===== src/rtl/vga_timing_pkg.sv =====
// Shared raster timing constants for the display path.
// Holds the default 640x480@60 timing, the coordinate width and the line/frame total helper.
package vga_timing_pkg;

    localparam int COORD_W = 10;

    localparam int DEF_CLK_DIV  = 2;
    localparam int DEF_H_ACTIVE = 640;
    localparam int DEF_H_FP     = 16;
    localparam int DEF_H_SYNC   = 96;
    localparam int DEF_H_BP     = 48;
    localparam int DEF_V_ACTIVE = 480;
    localparam int DEF_V_FP     = 10;
    localparam int DEF_V_SYNC   = 2;
    localparam int DEF_V_BP     = 33;

    function automatic int timing_total(input int active, input int fp, input int sync, input int bp);
        return active + fp + sync + bp;
    endfunction

    localparam int DEF_H_TOTAL = timing_total(DEF_H_ACTIVE, DEF_H_FP, DEF_H_SYNC, DEF_H_BP);
    localparam int DEF_V_TOTAL = timing_total(DEF_V_ACTIVE, DEF_V_FP, DEF_V_SYNC, DEF_V_BP);

endpackage


===== src/rtl/vga_sync_gen_if.sv =====
// Raster timing bundle: vga_sync_gen drives it (master), drawers and compositors consume it (slave).
interface vga_sync_gen_if;
    import vga_timing_pkg::*;

    logic [COORD_W-1:0] hcount;
    logic [COORD_W-1:0] vcount;
    logic               hsync;
    logic               vsync;
    logic               video_on;
    logic               pixel_tick;
    logic               frame_start;

    modport master (
        output hcount, vcount, hsync, vsync, video_on, pixel_tick, frame_start
    );

    modport slave (
        input hcount, vcount, hsync, vsync, video_on, pixel_tick, frame_start
    );

endinterface


===== src/rtl/pixel_tick_gen.sv =====
// Clock-per-pixel divider: pixel_tick is high on the last clock of each pixel.
module pixel_tick_gen #(
    parameter int CLK_DIV = 2
) (
    input  logic clk,
    input  logic reset,
    output logic pixel_tick
);

    localparam int DIV_W = (CLK_DIV > 1) ? $clog2(CLK_DIV) : 1;
    localparam logic [DIV_W-1:0] DIV_LAST = DIV_W'(CLK_DIV - 1);

    logic [DIV_W-1:0] div_cnt;

    // Gated by reset so CLK_DIV=1 does not tick while held in reset.
    assign pixel_tick = reset && (div_cnt == DIV_LAST);

    always_ff @(posedge clk) begin
        if (!reset) begin
            div_cnt <= '0;
        end else if (div_cnt == DIV_LAST) begin
            div_cnt <= '0;
        end else begin
            div_cnt <= div_cnt + DIV_W'(1);
        end
    end

endmodule


===== src/rtl/vga_sync_gen.sv =====
// Raster timing generator: hcount/vcount counters, sync/active-window decode and frame strobe.
// Optional macro VGA_SYNC_PIPE_ALIGN_EN delays hsync/vsync/video_on by one pixel.
module vga_sync_gen
    import vga_timing_pkg::*;
#(
    parameter int CLK_DIV  = DEF_CLK_DIV,
    parameter int H_ACTIVE = DEF_H_ACTIVE,
    parameter int H_FP     = DEF_H_FP,
    parameter int H_SYNC   = DEF_H_SYNC,
    parameter int H_BP     = DEF_H_BP,
    parameter int V_ACTIVE = DEF_V_ACTIVE,
    parameter int V_FP     = DEF_V_FP,
    parameter int V_SYNC   = DEF_V_SYNC,
    parameter int V_BP     = DEF_V_BP
) (
    input  logic           clk,
    input  logic           reset,
    vga_sync_gen_if.master vga
);

    localparam int H_TOTAL    = timing_total(H_ACTIVE, H_FP, H_SYNC, H_BP);
    localparam int V_TOTAL    = timing_total(V_ACTIVE, V_FP, V_SYNC, V_BP);
    localparam int HS_START   = H_ACTIVE + H_FP;
    localparam int HS_END     = H_ACTIVE + H_FP + H_SYNC;
    localparam int VS_START   = V_ACTIVE + V_FP;
    localparam int VS_END     = V_ACTIVE + V_FP + V_SYNC;

    if (H_TOTAL > 2**COORD_W || V_TOTAL > 2**COORD_W || CLK_DIV < 1) begin : g_bad_cfg
        $error("vga_sync_gen: timing totals must fit in COORD_W bits and CLK_DIV must be >= 1");
    end

    logic               pixel_tick;
    logic [COORD_W-1:0] hcount_q;
    logic [COORD_W-1:0] vcount_q;
    logic               frame_start_q;
    logic               h_last;
    logic               v_last;
    logic               hsync_dec;
    logic               vsync_dec;
    logic               video_on_dec;

    pixel_tick_gen #(
        .CLK_DIV (CLK_DIV)
    ) u_pixel_tick_gen (
        .clk        (clk),
        .reset      (reset),
        .pixel_tick (pixel_tick)
    );

    assign h_last = (int'(hcount_q) == H_TOTAL - 1);
    assign v_last = (int'(vcount_q) == V_TOTAL - 1);

    always_ff @(posedge clk) begin
        if (!reset) begin
            hcount_q      <= '0;
            vcount_q      <= '0;
            frame_start_q <= 1'b0;
        end else begin
            frame_start_q <= pixel_tick && h_last && v_last;
            if (pixel_tick) begin
                if (h_last) begin
                    hcount_q <= '0;
                    vcount_q <= v_last ? '0 : vcount_q + COORD_W'(1);
                end else begin
                    hcount_q <= hcount_q + COORD_W'(1);
                end
            end
        end
    end

    assign hsync_dec    = !((int'(hcount_q) >= HS_START) && (int'(hcount_q) < HS_END));
    assign vsync_dec    = !((int'(vcount_q) >= VS_START) && (int'(vcount_q) < VS_END));
    assign video_on_dec = (int'(hcount_q) < H_ACTIVE) && (int'(vcount_q) < V_ACTIVE);

`ifdef VGA_SYNC_PIPE_ALIGN_EN
    logic hsync_q;
    logic vsync_q;
    logic video_on_q;

    // Captures the decode of the pixel being left, so outputs trail the counters by one pixel.
    always_ff @(posedge clk) begin
        if (!reset) begin
            hsync_q    <= 1'b1;
            vsync_q    <= 1'b1;
            video_on_q <= 1'b0;
        end else if (pixel_tick) begin
            hsync_q    <= hsync_dec;
            vsync_q    <= vsync_dec;
            video_on_q <= video_on_dec;
        end
    end

    assign vga.hsync    = hsync_q || !reset;
    assign vga.vsync    = vsync_q || !reset;
    assign vga.video_on = video_on_q && reset;
`else
    assign vga.hsync    = hsync_dec || !reset;
    assign vga.vsync    = vsync_dec || !reset;
    assign vga.video_on = video_on_dec && reset;
`endif

    assign vga.hcount      = hcount_q;
    assign vga.vcount      = vcount_q;
    assign vga.pixel_tick  = pixel_tick;
    assign vga.frame_start = frame_start_q;

endmodule


===== src/flat_wrapper.sv =====
// flat-port wrapper written by rule: the top's interface ports become plain ports
module vga_sync_gen_flat import vga_timing_pkg::*;
#(
    parameter int CLK_DIV  = DEF_CLK_DIV,
    parameter int H_ACTIVE = DEF_H_ACTIVE,
    parameter int H_FP     = DEF_H_FP,
    parameter int H_SYNC   = DEF_H_SYNC,
    parameter int H_BP     = DEF_H_BP,
    parameter int V_ACTIVE = DEF_V_ACTIVE,
    parameter int V_FP     = DEF_V_FP,
    parameter int V_SYNC   = DEF_V_SYNC,
    parameter int V_BP     = DEF_V_BP
)
  (clk, reset, vga_hcount, vga_vcount, vga_hsync, vga_vsync, vga_video_on, vga_pixel_tick, vga_frame_start);
  vga_sync_gen_if vga_i ();
  input  logic clk;
  input  logic reset;
  output wire logic [$bits(vga_i.hcount)-1:0] vga_hcount;
  output wire logic [$bits(vga_i.vcount)-1:0] vga_vcount;
  output wire logic [$bits(vga_i.hsync)-1:0] vga_hsync;
  output wire logic [$bits(vga_i.vsync)-1:0] vga_vsync;
  output wire logic [$bits(vga_i.video_on)-1:0] vga_video_on;
  output wire logic [$bits(vga_i.pixel_tick)-1:0] vga_pixel_tick;
  output wire logic [$bits(vga_i.frame_start)-1:0] vga_frame_start;
  assign vga_hcount = vga_i.hcount;
  assign vga_vcount = vga_i.vcount;
  assign vga_hsync = vga_i.hsync;
  assign vga_vsync = vga_i.vsync;
  assign vga_video_on = vga_i.video_on;
  assign vga_pixel_tick = vga_i.pixel_tick;
  assign vga_frame_start = vga_i.frame_start;
  vga_sync_gen #(.CLK_DIV(CLK_DIV), .H_ACTIVE(H_ACTIVE), .H_FP(H_FP), .H_SYNC(H_SYNC), .H_BP(H_BP), .V_ACTIVE(V_ACTIVE), .V_FP(V_FP), .V_SYNC(V_SYNC), .V_BP(V_BP)) u_core (.clk(clk), .reset(reset), .vga(vga_i));
endmodule

===== config.mk =====
export PLATFORM = sky130hd
export DESIGN_NAME = vga_sync_gen_flat
export DESIGN_NICKNAME = d
export VERILOG_FILES = /design/src/rtl/vga_timing_pkg.sv /design/src/rtl/vga_sync_gen_if.sv /design/src/rtl/pixel_tick_gen.sv /design/src/rtl/vga_sync_gen.sv /design/src/flat_wrapper.sv
export SDC_FILE = /design/constraint.sdc
export NUM_CORES = 1
export LEC_CHECK = 0
export ABC_AREA = 1
export CAP_MARGIN = 25
export CORE_ASPECT_RATIO = 0.8
export CORE_MARGIN = 2
export CORE_UTILIZATION = 51
export CTS_CLUSTER_DIAMETER = 30
export DETAILED_ROUTE_END_ITERATION = 8
export HOLD_SLACK_MARGIN = 0.15
export PLACE_DENSITY_LB_ADDON = 0.25
export REMOVE_ABC_BUFFERS = 1
export SYNTH_ARGS = -nofsm -noshare
export SYNTH_HDL_FRONTEND = slang
export SYNTH_SLANG_ARGS = --single-unit
export TNS_END_PERCENT = 100

===== constraint.sdc =====
create_clock -name clk -period 2.1 [get_ports clk]
set_clock_uncertainty 0.2 [all_clocks]
set_input_delay 0.525 -clock clk [delete_from_list [all_inputs] [get_ports clk]]
set_output_delay 0.525 -clock clk [all_outputs]
set_load 0.1 [all_outputs]

==> impl_metrics.xml <==
<?xml version="1.0" encoding="UTF-8"?>
<metrics>
  <group name="outcome">
    <metric name="status" unit="">finished, violations left</metric>
    <metric name="failing_checks" unit="">setup timing</metric>
  </group>
  <group name="synth">
    <metric name="synthesis.area_per_instance" unit="um2">6.53</metric>
    <metric name="ys_warn_count" unit="">0</metric>
    <metric name="synth_top_cell_area_share" unit="%">32.7</metric>
    <metric name="synth_xor_area_share" unit="%">1.30</metric>
    <metric name="synth_area_leader_cell" unit="">dfxtp_1</metric>
    <metric name="synth_top_family_by_area" unit="">simple AND/OR/NAND/NOR gates</metric>
    <metric name="post_synth_main_area_contributors" unit="">dfxtp_1, nand2_1, nor2_1, inv_1, nand3_1</metric>
    <metric name="syn_inst" unit="">206</metric>
    <metric name="synth-edff-count" unit="">0</metric>
    <metric name="post_synth_num_cell_types" unit="">28</metric>
    <metric name="synthAdderAreaFrac" unit="%">3.72</metric>
    <metric name="synthFlopType" unit="">dfxtp_1</metric>
    <metric name="synth.ff_latch_count" unit="">22</metric>
    <metric name="synth_simple_gate_area_share" unit="%">42.9</metric>
    <metric name="synth_common_cells" unit="">nand2_1, nor2_1, inv_1</metric>
    <metric name="synth_seq_area_share" unit="%">32.7</metric>
    <metric name="synth_compound_gate_area_share" unit="%">7.44</metric>
    <metric name="synthArstFlopShare" unit="%">0</metric>
    <metric name="syn_area" unit="um2">1350</metric>
    <metric name="synth.most_common_cell" unit="">nand2_1</metric>
    <metric name="yosys-mux-area-fraction" unit="%">0</metric>
  </group>
  <group name="pwr">
    <metric name="ir_drop" unit="V">0.000398</metric>
    <metric name="power.static_leakage" unit="nW">0.989</metric>
    <metric name="p_per_area" unit="nW/um2">345</metric>
    <metric name="p_total" unit="uW">736</metric>
  </group>
  <group name="cts">
    <metric name="clk_root_buffer_cell" unit="">clkbuf_4</metric>
    <metric name="clkLatencyLatePin" unit="ps">320</metric>
    <metric name="number_of_buffers_inserted_during_clock_tree_synthesis" unit="">3</metric>
    <metric name="clock_sink_count" unit="">22</metric>
    <metric name="cts-root-to-sink-buffers" unit="">2</metric>
    <metric name="clkSlewWorstSetupHoldPaths" unit="ps">130</metric>
    <metric name="htree_levels" unit="">1</metric>
    <metric name="cts_tree" unit="">yes</metric>
  </group>
  <group name="critical_path">
    <metric name="critPathRequiredTime" unit="ps">1370</metric>
    <metric name="data_arrival_time_of_the_critical_path" unit="ps">1390</metric>
    <metric name="critical_path_peak_fanout" unit="">4</metric>
    <metric name="worst_reg2reg_path_startpoint" unit="">u_core.vga.hcount[1]</metric>
    <metric name="worst-setup-path-type" unit="">register to primary output</metric>
    <metric name="crit_path_end_kind" unit="">primary output</metric>
    <metric name="worst_r2r_path_depth" unit="">8</metric>
    <metric name="cp-start-kind" unit="">register</metric>
    <metric name="timing.critical_path.from" unit="">u_core.vga.hcount[9]</metric>
  </group>
  <group name="drt">
    <metric name="highest_layer" unit="">met4</metric>
    <metric name="route.detailed.drc" unit="">0</metric>
    <metric name="drt_wl_total" unit="um">4230</metric>
    <metric name="routed_via_density" unit="">5.38</metric>
    <metric name="wirelength_met1" unit="um">1740</metric>
    <metric name="wl_met3" unit="um">416</metric>
    <metric name="via_count" unit="">1571</metric>
    <metric name="drt_pre_antenna_iters" unit="">5</metric>
    <metric name="met2WireLength" unit="um">1910</metric>
    <metric name="drt-wirelength-per-cell" unit="um">14.5</metric>
    <metric name="number_of_antenna_violating_nets_in_the_routed_design" unit="">0</metric>
    <metric name="drt-initial-drc-count" unit="">123</metric>
  </group>
  <group name="floorplanning">
    <metric name="start_util" unit="%">54.2</metric>
    <metric name="top_level_port_count" unit="">27</metric>
    <metric name="die_h" unit="um">49.9</metric>
    <metric name="core-area" unit="um2">2480</metric>
    <metric name="fp.dieArea" unit="um2">3070</metric>
    <metric name="rows" unit="">16</metric>
    <metric name="chipWidth" unit="um">61.4</metric>
  </group>
  <group name="placed_design">
    <metric name="gp_routability_congestion" unit="">0.864</metric>
    <metric name="post_dp_cell_area" unit="um2">2020</metric>
    <metric name="port_buffers" unit="">26</metric>
    <metric name="post-dp-hpwl" unit="um">2790</metric>
  </group>
  <group name="timing">
    <metric name="timing_hold_violations_final" unit="">0</metric>
    <metric name="worst_max_slew_margin_expressed_relative_to_the_limit" unit="%">74.2</metric>
    <metric name="final-setup-viol-count" unit="">1</metric>
    <metric name="unrepaired_setup_endpoints_after_global_routing" unit="">yes</metric>
    <metric name="drv_slew" unit="">0</metric>
    <metric name="worst-slew-pin-transition" unit="ps">384</metric>
    <metric name="final_cycle_utilization_of_the_critical_path" unit="%">101</metric>
    <metric name="final_period_minus_worst_setup_slack" unit="ps">2120</metric>
    <metric name="timing.final.ws_setup" unit="ps">-16.6</metric>
    <metric name="max_freq" unit="MHz">472</metric>
  </group>
  <group name="cells_and_area">
    <metric name="layout-area-overhead-vs-synth" unit="%">58.6</metric>
    <metric name="antenna_cells" unit="">0</metric>
    <metric name="drive_gt1_share" unit="%">36.3</metric>
    <metric name="final_stage_net_count" unit="">264</metric>
    <metric name="finish.instance_area" unit="um2">2130</metric>
  </group>
  <group name="global_routing">
    <metric name="vias_in_the_first_global_route" unit="">1404</metric>
    <metric name="initial_antenna_violation_count" unit="">0</metric>
    <metric name="grt_start_max_net_pins" unit="">12</metric>
    <metric name="global_route_wire_length_before_repair" unit="um">6210</metric>
    <metric name="groute.usage.overall" unit="%">26.6</metric>
    <metric name="globalRoute.totalOverflow" unit="">0</metric>
  </group>
  <group name="min_path">
    <metric name="min_path_type" unit="">register to register</metric>
    <metric name="worst_hold_startpoint" unit="">u_core.u_pixel_tick_gen.div_cnt</metric>
    <metric name="worst_hold_stages" unit="">1</metric>
  </group>
  <group name="job">
    <metric name="max_cap_violations" unit="">0</metric>
  </group>
</metrics>
[final timing paths]
| kind | end | slack, ps |
|---|---|---|
| min | u_core.u_pixel_tick_gen.div_cnt | 300 |
| max | vga_hsync | -20 |
| min reg2reg | u_core.u_pixel_tick_gen.div_cnt | 300 |
| max reg2reg | u_core.vga.vcount[9] | 160 |
[layout by cell type (no fill, tap or decap)]
cell type,instances
nor2_4,3
o221ai_2,1
nor2_1,29
inv_1,25
inv_2,8
dfxtp_1,11
nand3b_1,2
clkbuf_2,1
a31oi_1,1
nand3_2,1
nand2_2,6
o21ai_1,1
clkinv_2,1
o21ai_0,5
nand2_1,47
buf_4,25
clkbuf_4,3
inv_4,1
a21oi_1,11
dfxtp_2,11
nor2_8,2
xnor2_1,1
nand3_1,15
ha_1,4
nor3_1,5
nor2_2,1
buf_12,25
xor2_1,1
nand4_1,5
nand3_4,1
nor3_2,2
nand4_2,1
[power breakdown]
part,internal [mW],switching (mW),leakage (nW)
clock network,0.0674,0.138,0.0138
logic,0.0363,0.0661,0.791
registers,0.421,0.00622,0.183
[critical path, cell delays in order, from the launching register on]
cell      delay (ps)
dfxtp_2          410
nand2_1          100
nor3_2           180
o221ai_2         180
buf_12           200
[area by class of cell]
class	count	area, um2
repair buffers	51	693
multi-input cells	145	783
inverters	35	135
flip-flops and latches	22	454
well taps	36	45.0
clock buffers	3	22.5
fillers	145	349
[cell families (layout without fill, tap and decap cells)]
logic type      Yosys count  after routing
compound gates           19             19
xor+xnor                  2              2
fa+ha+maj                 4              4
buf+inv                  39             89
flops                    22             22
simple gates            120            120
[stage by stage]
stage | setup WS [ps] | std cells | TNS, ps | hold WS [ps] | utilization [%]
after floorplan | -1410 | 202 | -8330 | 250 | -
after CTS | -1.64 | 288 | -1.64 | 297 | 83.8
after detailed placement | -404 | 283 | -2880 | 281 | 81.3
final | -16.6 | 292 | -16.6 | 300 | 85.9
after global routing | -48.4 | 292 | -90.3 | 332 | 85.9
after global placement | -369 | 283 | -2030 | 275 | 81.3
[sequential cells by signal, summed over array words and instances, names as in the netlist]
name,cells
u_core.vga.hcount,10
u_core.vga.vcount,10
u_core.u_pixel_tick_gen.div_cnt,1
u_core.vga.frame_start,1
[repair_timing]
| action | CTS | global route |
|---|---|---|
| pin swaps | 2 | 4 |
| resized for setup | 14 | 14 |
| setup buffers | 2 | 4 |
| hold buffers | 0 | 0 |
| endpoints found under the setup margin | 4 | 3 |
| endpoints found under the hold margin | 0 | 0 |
[per-layer routing]
metal	global-route usage (%)	up-vias
met5	0	-
met4	7.09	0
met3	8.14	19
li1	-	747
met2	39.0	103
met1	37.6	702
(Power assumes the default switching activity.)
